<file path="config.mk">
export PLATFORM = sky130hd
export DESIGN_NAME = count_tracker
export DESIGN_NICKNAME = d
export VERILOG_FILES = /design/src/rtl/count_tracker.sv
export SDC_FILE = /design/constraint.sdc
export NUM_CORES = 1
export LEC_CHECK = 0
export CORE_MARGIN = 2
export CORE_UTILIZATION = 54
export CTS_BUF_LIST = sky130_fd_sc_hd__clkbuf_2 sky130_fd_sc_hd__clkbuf_4 sky130_fd_sc_hd__clkbuf_8
export CTS_CLUSTER_SIZE = 12
export DETAILED_ROUTE_END_ITERATION = 7
export PLACE_DENSITY = 0.89
export SLEW_MARGIN = 20
export SYNTH_ARGS = -nofsm -noshare
export SYNTH_HDL_FRONTEND = slang
export SYNTH_SLANG_ARGS = --single-unit
</file>
<file path="constraint.sdc">
create_clock -name clk -period 2.85 [get_ports clk]
set_clock_uncertainty 0.2 [all_clocks]
set_input_delay 0.7125 -clock clk [delete_from_list [all_inputs] [get_ports clk]]
set_output_delay 0.7125 -clock clk [all_outputs]
set_load 0.01 [all_outputs]
</file>
<file path="src/rtl/count_tracker.sv">
// Sequence monitor for a bouncing up/down counter (MIN_VAL..MAX_VAL..MIN_VAL).
// Define COUNT_TRACKER_HOLD_EN to accept a repeated sample while locked without error.
module count_tracker #(
    parameter int WIDTH   = 3,
    parameter int MIN_VAL = 1,
    parameter int MAX_VAL = 7,
    parameter int SWEEP_W = 8,
    parameter int ERR_W   = 8
) (
    input  logic               clk,
    input  logic               rst,
    input  logic [WIDTH-1:0]   count_in,
    input  logic               count_vld,
    input  logic               clr_cnt,
    output logic               locked,
    output logic               dir,
    output logic               peak,
    output logic               trough,
    output logic               err,
    output logic [SWEEP_W-1:0] sweep_cnt,
    output logic [ERR_W-1:0]   err_cnt
);

    typedef enum logic [1:0] {
        SYNC,
        UP,
        DOWN
    } state_t;

    // One extra bit so MAX_VAL = 2^WIDTH-1 plus one does not wrap to zero.
    localparam logic [WIDTH:0] MIN_X = (WIDTH+1)'(MIN_VAL);
    localparam logic [WIDTH:0] MAX_X = (WIDTH+1)'(MAX_VAL);
    localparam logic [WIDTH:0] ONE_X = (WIDTH+1)'(1);

    state_t             state_q, state_d;
    logic [WIDTH-1:0]   last_q, last_d;
    logic               dir_q, dir_d;
    logic               peak_q, peak_d;
    logic               trough_q, trough_d;
    logic               err_q, err_d;
    logic [SWEEP_W-1:0] sweep_q, sweep_d;
    logic [ERR_W-1:0]   errc_q, errc_d;

    logic [WIDTH:0] sample;
    logic [WIDTH:0] exp_up;
    logic [WIDTH:0] exp_dn;
    logic           hold_ok;
    logic           sweep_inc;
    logic           err_inc;

    assign sample = {1'b0, count_in};
    assign exp_up = {1'b0, last_q} + ONE_X;
    assign exp_dn = {1'b0, last_q} - ONE_X;

`ifdef COUNT_TRACKER_HOLD_EN
    assign hold_ok = (count_in == last_q);
`else
    assign hold_ok = 1'b0;
`endif

    always_comb begin
        state_d   = state_q;
        last_d    = last_q;
        dir_d     = dir_q;
        peak_d    = 1'b0;
        trough_d  = 1'b0;
        err_d     = 1'b0;
        sweep_inc = 1'b0;
        err_inc   = 1'b0;

        if (count_vld) begin
            unique case (state_q)
                SYNC: begin
                    if (sample == MIN_X) begin
                        state_d = UP;
                        dir_d   = 1'b1;
                        last_d  = count_in;
                    end else if (sample == MAX_X) begin
                        state_d = DOWN;
                        dir_d   = 1'b0;
                        last_d  = count_in;
                    end
                end
                UP: begin
                    if (hold_ok) begin
                        state_d = UP;
                    end else if (sample == exp_up && sample <= MAX_X) begin
                        last_d = count_in;
                        if (sample == MAX_X) begin
                            state_d = DOWN;
                            dir_d   = 1'b0;
                            peak_d  = 1'b1;
                        end
                    end else begin
                        state_d = SYNC;
                        err_d   = 1'b1;
                        err_inc = 1'b1;
                    end
                end
                DOWN: begin
                    if (hold_ok) begin
                        state_d = DOWN;
                    end else if (sample == exp_dn && sample >= MIN_X) begin
                        last_d = count_in;
                        if (sample == MIN_X) begin
                            state_d   = UP;
                            dir_d     = 1'b1;
                            trough_d  = 1'b1;
                            sweep_inc = 1'b1;
                        end
                    end else begin
                        state_d = SYNC;
                        err_d   = 1'b1;
                        err_inc = 1'b1;
                    end
                end
                default: state_d = SYNC;
            endcase
        end

        sweep_d = sweep_q;
        errc_d  = errc_q;
        if (clr_cnt) begin
            sweep_d = '0;
            errc_d  = '0;
        end else begin
            if (sweep_inc) sweep_d = sweep_q + SWEEP_W'(1);
            if (err_inc && errc_q != '1) errc_d = errc_q + ERR_W'(1);
        end
    end

    always_ff @(posedge clk) begin
        if (rst) begin
            state_q  <= SYNC;
            last_q   <= '0;
            dir_q    <= 1'b0;
            peak_q   <= 1'b0;
            trough_q <= 1'b0;
            err_q    <= 1'b0;
            sweep_q  <= '0;
            errc_q   <= '0;
        end else begin
            state_q  <= state_d;
            last_q   <= last_d;
            dir_q    <= dir_d;
            peak_q   <= peak_d;
            trough_q <= trough_d;
            err_q    <= err_d;
            sweep_q  <= sweep_d;
            errc_q   <= errc_d;
        end
    end

    assign locked    = (state_q != SYNC);
    assign dir       = dir_q;
    assign peak      = peak_q;
    assign trough    = trough_q;
    assign err       = err_q;
    assign sweep_cnt = sweep_q;
    assign err_cnt   = errc_q;

endmodule

</file>
# --- Word-level counts from Yosys, hierarchy flattened ---
# Index checks and enable logic that the tools add are counted.
# Widths: inputs -> output; s select.
op_classes:
  add_sub_neg: 4
  order_cmp: 2
  n_eq_ne: 12
  n_mux: 26
  bitwise: 3
  reduce_logical: 11
ops:
  columns: ["cell", "n"]
  rows:
  - ["$add 8x1->8 const B", 2]
  - ["$mux 1", 13]
  - ["$mux 3", 4]
  - ["$mux 2", 5]
  - ["$reduce_and 5->1", 2]
  - ["$pmux 3 s3", 1]
  - ["$eq 3x4->1", 2]
  - ["$ne 8x8->1 const B", 1]
  - ["$ne 2x2->1 const B", 3]
  - ["$ne 3x3->1 const B", 2]
  - ["$pmux 2 s3", 1]
  - ["$add 3x1->4 const B", 1]
  - ["$reduce_or 4->1", 1]
  - ["$sub 3x1->4 const B", 1]
  - ["$eq 3x1->1 const B", 1]
  - ["$eq 3x3->1 const B", 1]
  - ["$ge 3x1->1 const B", 1]
  - ["$le 3x3->1 const B", 1]
  - ["$logic_and 1x1->1", 3]
  - ["$not 1->1", 3]
  - ["$pmux 1 s3", 1]
  - ["$reduce_bool 3->1", 1]
  - ["$eq 2x1->1 const B", 1]
  - ["$eq 2x2->1 const B", 1]
  - ["other kinds (5)", 5]
totals:
  reg_bits: 25
  input_bits: 7
  output_inout_bits: 21
  word_cells: 66

# --- Depth between registers and ports, before layout ---
depth:
  word_depth: 7
  mapped_depth: 8
  ltp_nobuf: 7

# --- Least setup slack after synthesis ---
# OpenSTA, ideal clock, no wires.
synth_path:
  path_type: "input to register"
  start: "in count_in[1]"
  end: "reg sweep_q[5], in the netlist sweep_cnt[5]"
  setup_ps: 70
  t_arrival_ps: 1991
  slack_ps: 588
  stages: 5
  path_cell_list: "or3b_4 nor2_4 nand4_4 or4_1 a21oi_1"
synth_via:
  elab_chain_cells: 5
synth_rtl:
  columns: ["item", "line_no", "rtl"]
  rows:
  - ["from (decl)", "12", "input logic [WIDTH-1:0] count_in,"]
  - ["$ge 3x1->1 (tied with other cells)", "103", "end else if (sample == exp_dn && sample >= MIN_X) begin"]
  - ["$logic_and 1x1->1 or $mux 1 (tied branches)", "103, 105", null]
  - ["$mux 1 (*)", "103", null]
  - ["$mux 1 (*)", "72", "unique case (state_q)"]
  - ["$mux 1 (*)", null, null]
  - ["to (signal assigned)", "149", "sweep_q <= sweep_d;"]
  - ["to (decl)", "41", "logic [SWEEP_W-1:0] sweep_q, sweep_d;"]
# Mark *: on every way between the ends. The rest lies on a longest branch, timed or not.
# A chain may end at the register's enable or synchronous reset.

# --- Final worst setup path ---
layout_path:
  start: "in count_in[0]"
  end: "reg errc_q[5], in the netlist err_cnt[5]"
layout_via:
  elab_chain_cells: 6
layout_rtl:
  columns: ["item", "line_no", "rtl"]
  rows:
  - ["$ge 3x1->1 (tied with other cells)", "103", null]
  - ["$logic_and 1x1->1 (on tied branches)", "103, 87", null]
  - ["$mux 1 (on tied branches)", "103, 87", null]
  - ["$pmux 1 s2 (*)", "72", null]
  - ["$mux 1 (*)", "71", "if (count_vld) begin"]
  - ["$logic_and 1x1->1 (*)", "128", "if (err_inc && errc_q != '1) errc_d = errc_q + ERR_W'(1);"]
  - ["to (signal assigned)", "150", "errc_q <= errc_d;"]
  - ["to (decl)", "42", "logic [ERR_W-1:0] errc_q, errc_d;"]
# Marked as above.

==> reports/qor.yml <==
worst_setup_path:
  rr_startpoint: "last_q[0]"
  setup.worst_path.start_class: "primary input"
  cp_data_required_time_ns: 2.91
  cp-end-kind: "flop"
  worstPathArrival_ns: 2.66
  crit_fanout: 6
  path_class: "primary input to flop"
  r2r_slack_ns: 0.42
  reg2regPathDepth: 7
  slowest_stage: "clkdlybuf4s50_1"
  crit_chain: "clkdlybuf4s50_1 -> buf_4 -> nand2b_1 -> a21boi_1 -> o21ai_1 -> a211oi_1 -> mux2i_1"
  slowest_delay_ns: 0.45
  r2r_end: "last_q[0]"
cells_and_area:
  stdcell_area_mm2: 0.00200
  n_fill_cell: 214
  drive_gt1_frac: 0.109
  antenna-diode-count: 0
  finalNonFillerCells: 251
  finalNetCount: 236
  area_growth_pct: 25.3
logic_synthesis:
  async_reset_ff_frac: 0
  yosys_warnings: 0
  seq_area_frac_synth: 0.314
  synth_edf_count: 0
  ys_ff_latch: 25
  synth_area_mm2: 0.00160
  synth_fp_nets: 198
  synth_cells: 183
  yosysUniqueCellTypes: 51
  synth_flop_cell: "dfxtp_1"
  avgSynthCellArea_um2: 8.72
detailed_routing:
  vias: 1543
  dr.pass1.iters: 4
  drtIter0Drc: 86
  viasPerCell: 6.15
  wl_um: 3790
  drc: 0
  antenna_left: 0
  wl_per_cell_um: 15.1
pwr:
  p_leak_nw: 0.743
  ir_drop_v: 0.000267
  power_density_mw_per_mm2: 326
  total_power_w: 0.000652
timing:
  maxSlewViolCount: 0
  setup-violations-final: 0
  hold_violations: 0
  slew_headroom: 0.701
  setup_slack_ns: 0.246
  worst_pin_slew_ns: 0.445
  fmax_mhz: 384
  min_period_ns: 2.60
  whs_ns: 0.290
  grt_setup_unrepaired: "false"
  fin_crit_sh: 0.914
clock_network:
  numCtsBuffers: 3
  clock_sinks: 25
  h-tree-depth: 1
  clkLatencyLatePin_ns: 0.31
  cts.clk_slew.worst_paths_ns: 0.14
  cts.path.max_buffers: 2
  root_buffer: "clkbuf_4"
  post_cts_buffers: 0
  ctsHoldBuffers: 0
  cts_tree: "built"
  post_cts_resized: 0
global_route:
  grt_max_degree: 15
  gr-usage-all-layers: 0.233
  grt_antenna_before_repair: 0
  grt_pass1_vias: 1402
  overflow: 0
  grt_pass1_wl_um: 6240
placement:
  place_congestion: 0.896
  dpl.cell_count: 247
  dp_hpwl_um: 3010
  port_buffers: 27
  placed_cell_area_mm2: 0.00197
  dpl_worst_slack_ns: -0.0804
die:
  ioPinCount: 28
  dieHeight_um: 58.4
  die_w_um: 58.4
  coreArea_mm2: 0.00278
  num_rows: 19
  dieArea_mm2: 0.00340
  start_util: 0.574
hold_path:
  min-delay-start: "sweep_cnt[7]"
  hold_path_end: "sweep_cnt[7]"
  worstHoldPathType: "flop to flop"
  min_path_cells: 2
outcome:
  status: "completed"
flow_run:
  cap_viol_max_count: 0
-- cells by family (layout without fill, tap and decap cells) --
| logic type | after synthesis | count (layout) | share of synthesized area |
|---|---|---|---|
| flops | 25 | 25 | 0.314 |
| buf+inv | 15 | 52 | 0.0408 |
| xor+xnor | 4 | 4 | 0.0392 |
| simple gates | 73 | 73 | 0.271 |
| compound gates | 50 | 50 | 0.223 |
| mux | 8 | 8 | 0.0502 |
| fa+ha+maj | 8 | 8 | 0.0627 |
-- how the worst max path moves through the flow --
stage                         to        start
floorplan           sweep_cnt[5]  count_in[1]
global placement      err_cnt[5]  count_in[0]
detailed placement     last_q[0]  count_in[2]
CTS                    last_q[0]  count_in[2]
global route          err_cnt[5]  count_in[0]
finish                err_cnt[5]  count_in[0]
-- area by class of cell --
| cell class | count | area (µm²) | share of cell area |
|---|---|---|---|
| clock buffers | 3 | 22.5 | 0.0113 |
| clock inverters | 1 | 5.00 | 0.00250 |
| inverters | 10 | 37.5 | 0.0188 |
| multi-input cells | 143 | 1030 | 0.515 |
| flip-flops and latches | 25 | 500 | 0.250 |
| well taps | 31 | 38.8 | 0.0194 |
| repair buffers | 38 | 365 | 0.183 |
-- worst max-delay path: cells and delay by family --
family	cells	cell delay, ns
compound gates	3	0.98
mux	1	0.22
buf+inv	2	0.61
simple gates	1	0.12
-- where the power goes --
part	switching, W	internal, W
clock	0.000104	0.0000524
sequential	0.00000565	0.000354
combinational	0.0000740	0.0000611
total	0.000184	0.000468
-- sequential cells by signal, summed over array words and instances, names as in the netlist --
| signal | flops |
|---|---|
| err_cnt | 8 |
| state_q | 2 |
| dir | 1 |
| peak | 1 |
| err | 1 |
| last_q | 3 |
| trough | 1 |
| sweep_cnt | 8 |
-- placed cells by master (no fill, tap or decap), types with 2 or more instances in the layout --
| cell | synthesis | final |
|---|---|---|
| a21oi_1 | 12 | 12 |
| a211oi_1 | 4 | 4 |
| clkdlybuf4s50_1 | 0 | 27 |
| nand2b_1 | 8 | 8 |
| or3_1 | 9 | 9 |
| clkbuf_4 | 0 | 3 |
| nand2_1 | 15 | 15 |
| and3_1 | 3 | 3 |
| nor2_1 | 11 | 11 |
| or4_1 | 2 | 2 |
| dfxtp_1 | 25 | 25 |
| and4_1 | 2 | 2 |
| o21ai_0 | 5 | 5 |
| a31oi_1 | 2 | 2 |
| nor3_1 | 3 | 3 |
| buf_4 | 0 | 10 |
| xnor3_1 | 2 | 2 |
| o2111ai_1 | 2 | 2 |
| o31ai_1 | 3 | 3 |
| and2_1 | 2 | 2 |
| o21ai_1 | 2 | 2 |
| nand3_1 | 8 | 8 |
| inv_1 | 10 | 10 |
| o21a_1 | 2 | 2 |
| o211ai_1 | 6 | 6 |
| ha_1 | 8 | 8 |
| mux2i_1 | 8 | 8 |
-- per-layer routing --
| layer | wire length [µm] | share of wire | track usage |
|---|---|---|---|
| met5 | 0 | 0 | 0 |
| met4 | 76 | 0.020 | 0.0532 |
| met3 | 213 | 0.056 | 0.0330 |
| met2 | 1860 | 0.49 | 0.411 |
| met1 | 1640 | 0.43 | 0.300 |
-- synth_stat cells (2+ instances only) --
library cell | n | area [µm²]
nor2_1 | 11 | 41.3
clkbuf_1 | 3 | 11.3
nand2_1 | 15 | 56.3
xnor3_1 | 2 | 45.0
o21a_1 | 2 | 15.0
nand3_1 | 8 | 40.0
a31oi_1 | 2 | 12.5
o2111ai_1 | 2 | 17.5
nor3_1 | 3 | 15.0
or3_1 | 9 | 56.3
and2_1 | 2 | 12.5
ha_1 | 8 | 100
o21ai_1 | 2 | 10.0
dfxtp_1 | 25 | 500
o211ai_1 | 6 | 45.0
a211oi_1 | 4 | 30.0
or4_1 | 2 | 15.0
and3_1 | 3 | 18.8
inv_1 | 10 | 37.5
o21ai_0 | 5 | 25.0
o31ai_1 | 3 | 22.5
and4_1 | 2 | 17.5
a21oi_1 | 12 | 60.1
mux2i_1 | 8 | 80.1
nand2b_1 | 8 | 50.1
-- through the flow --
stage	utilization	TNS [ns]
floorplan	-	0
global placement	0.709	-0.00416
detailed placement	0.709	-0.439
CTS	0.719	0
global route	0.719	0
finish	0.719	0
Power figures use the tool's default switching activity.
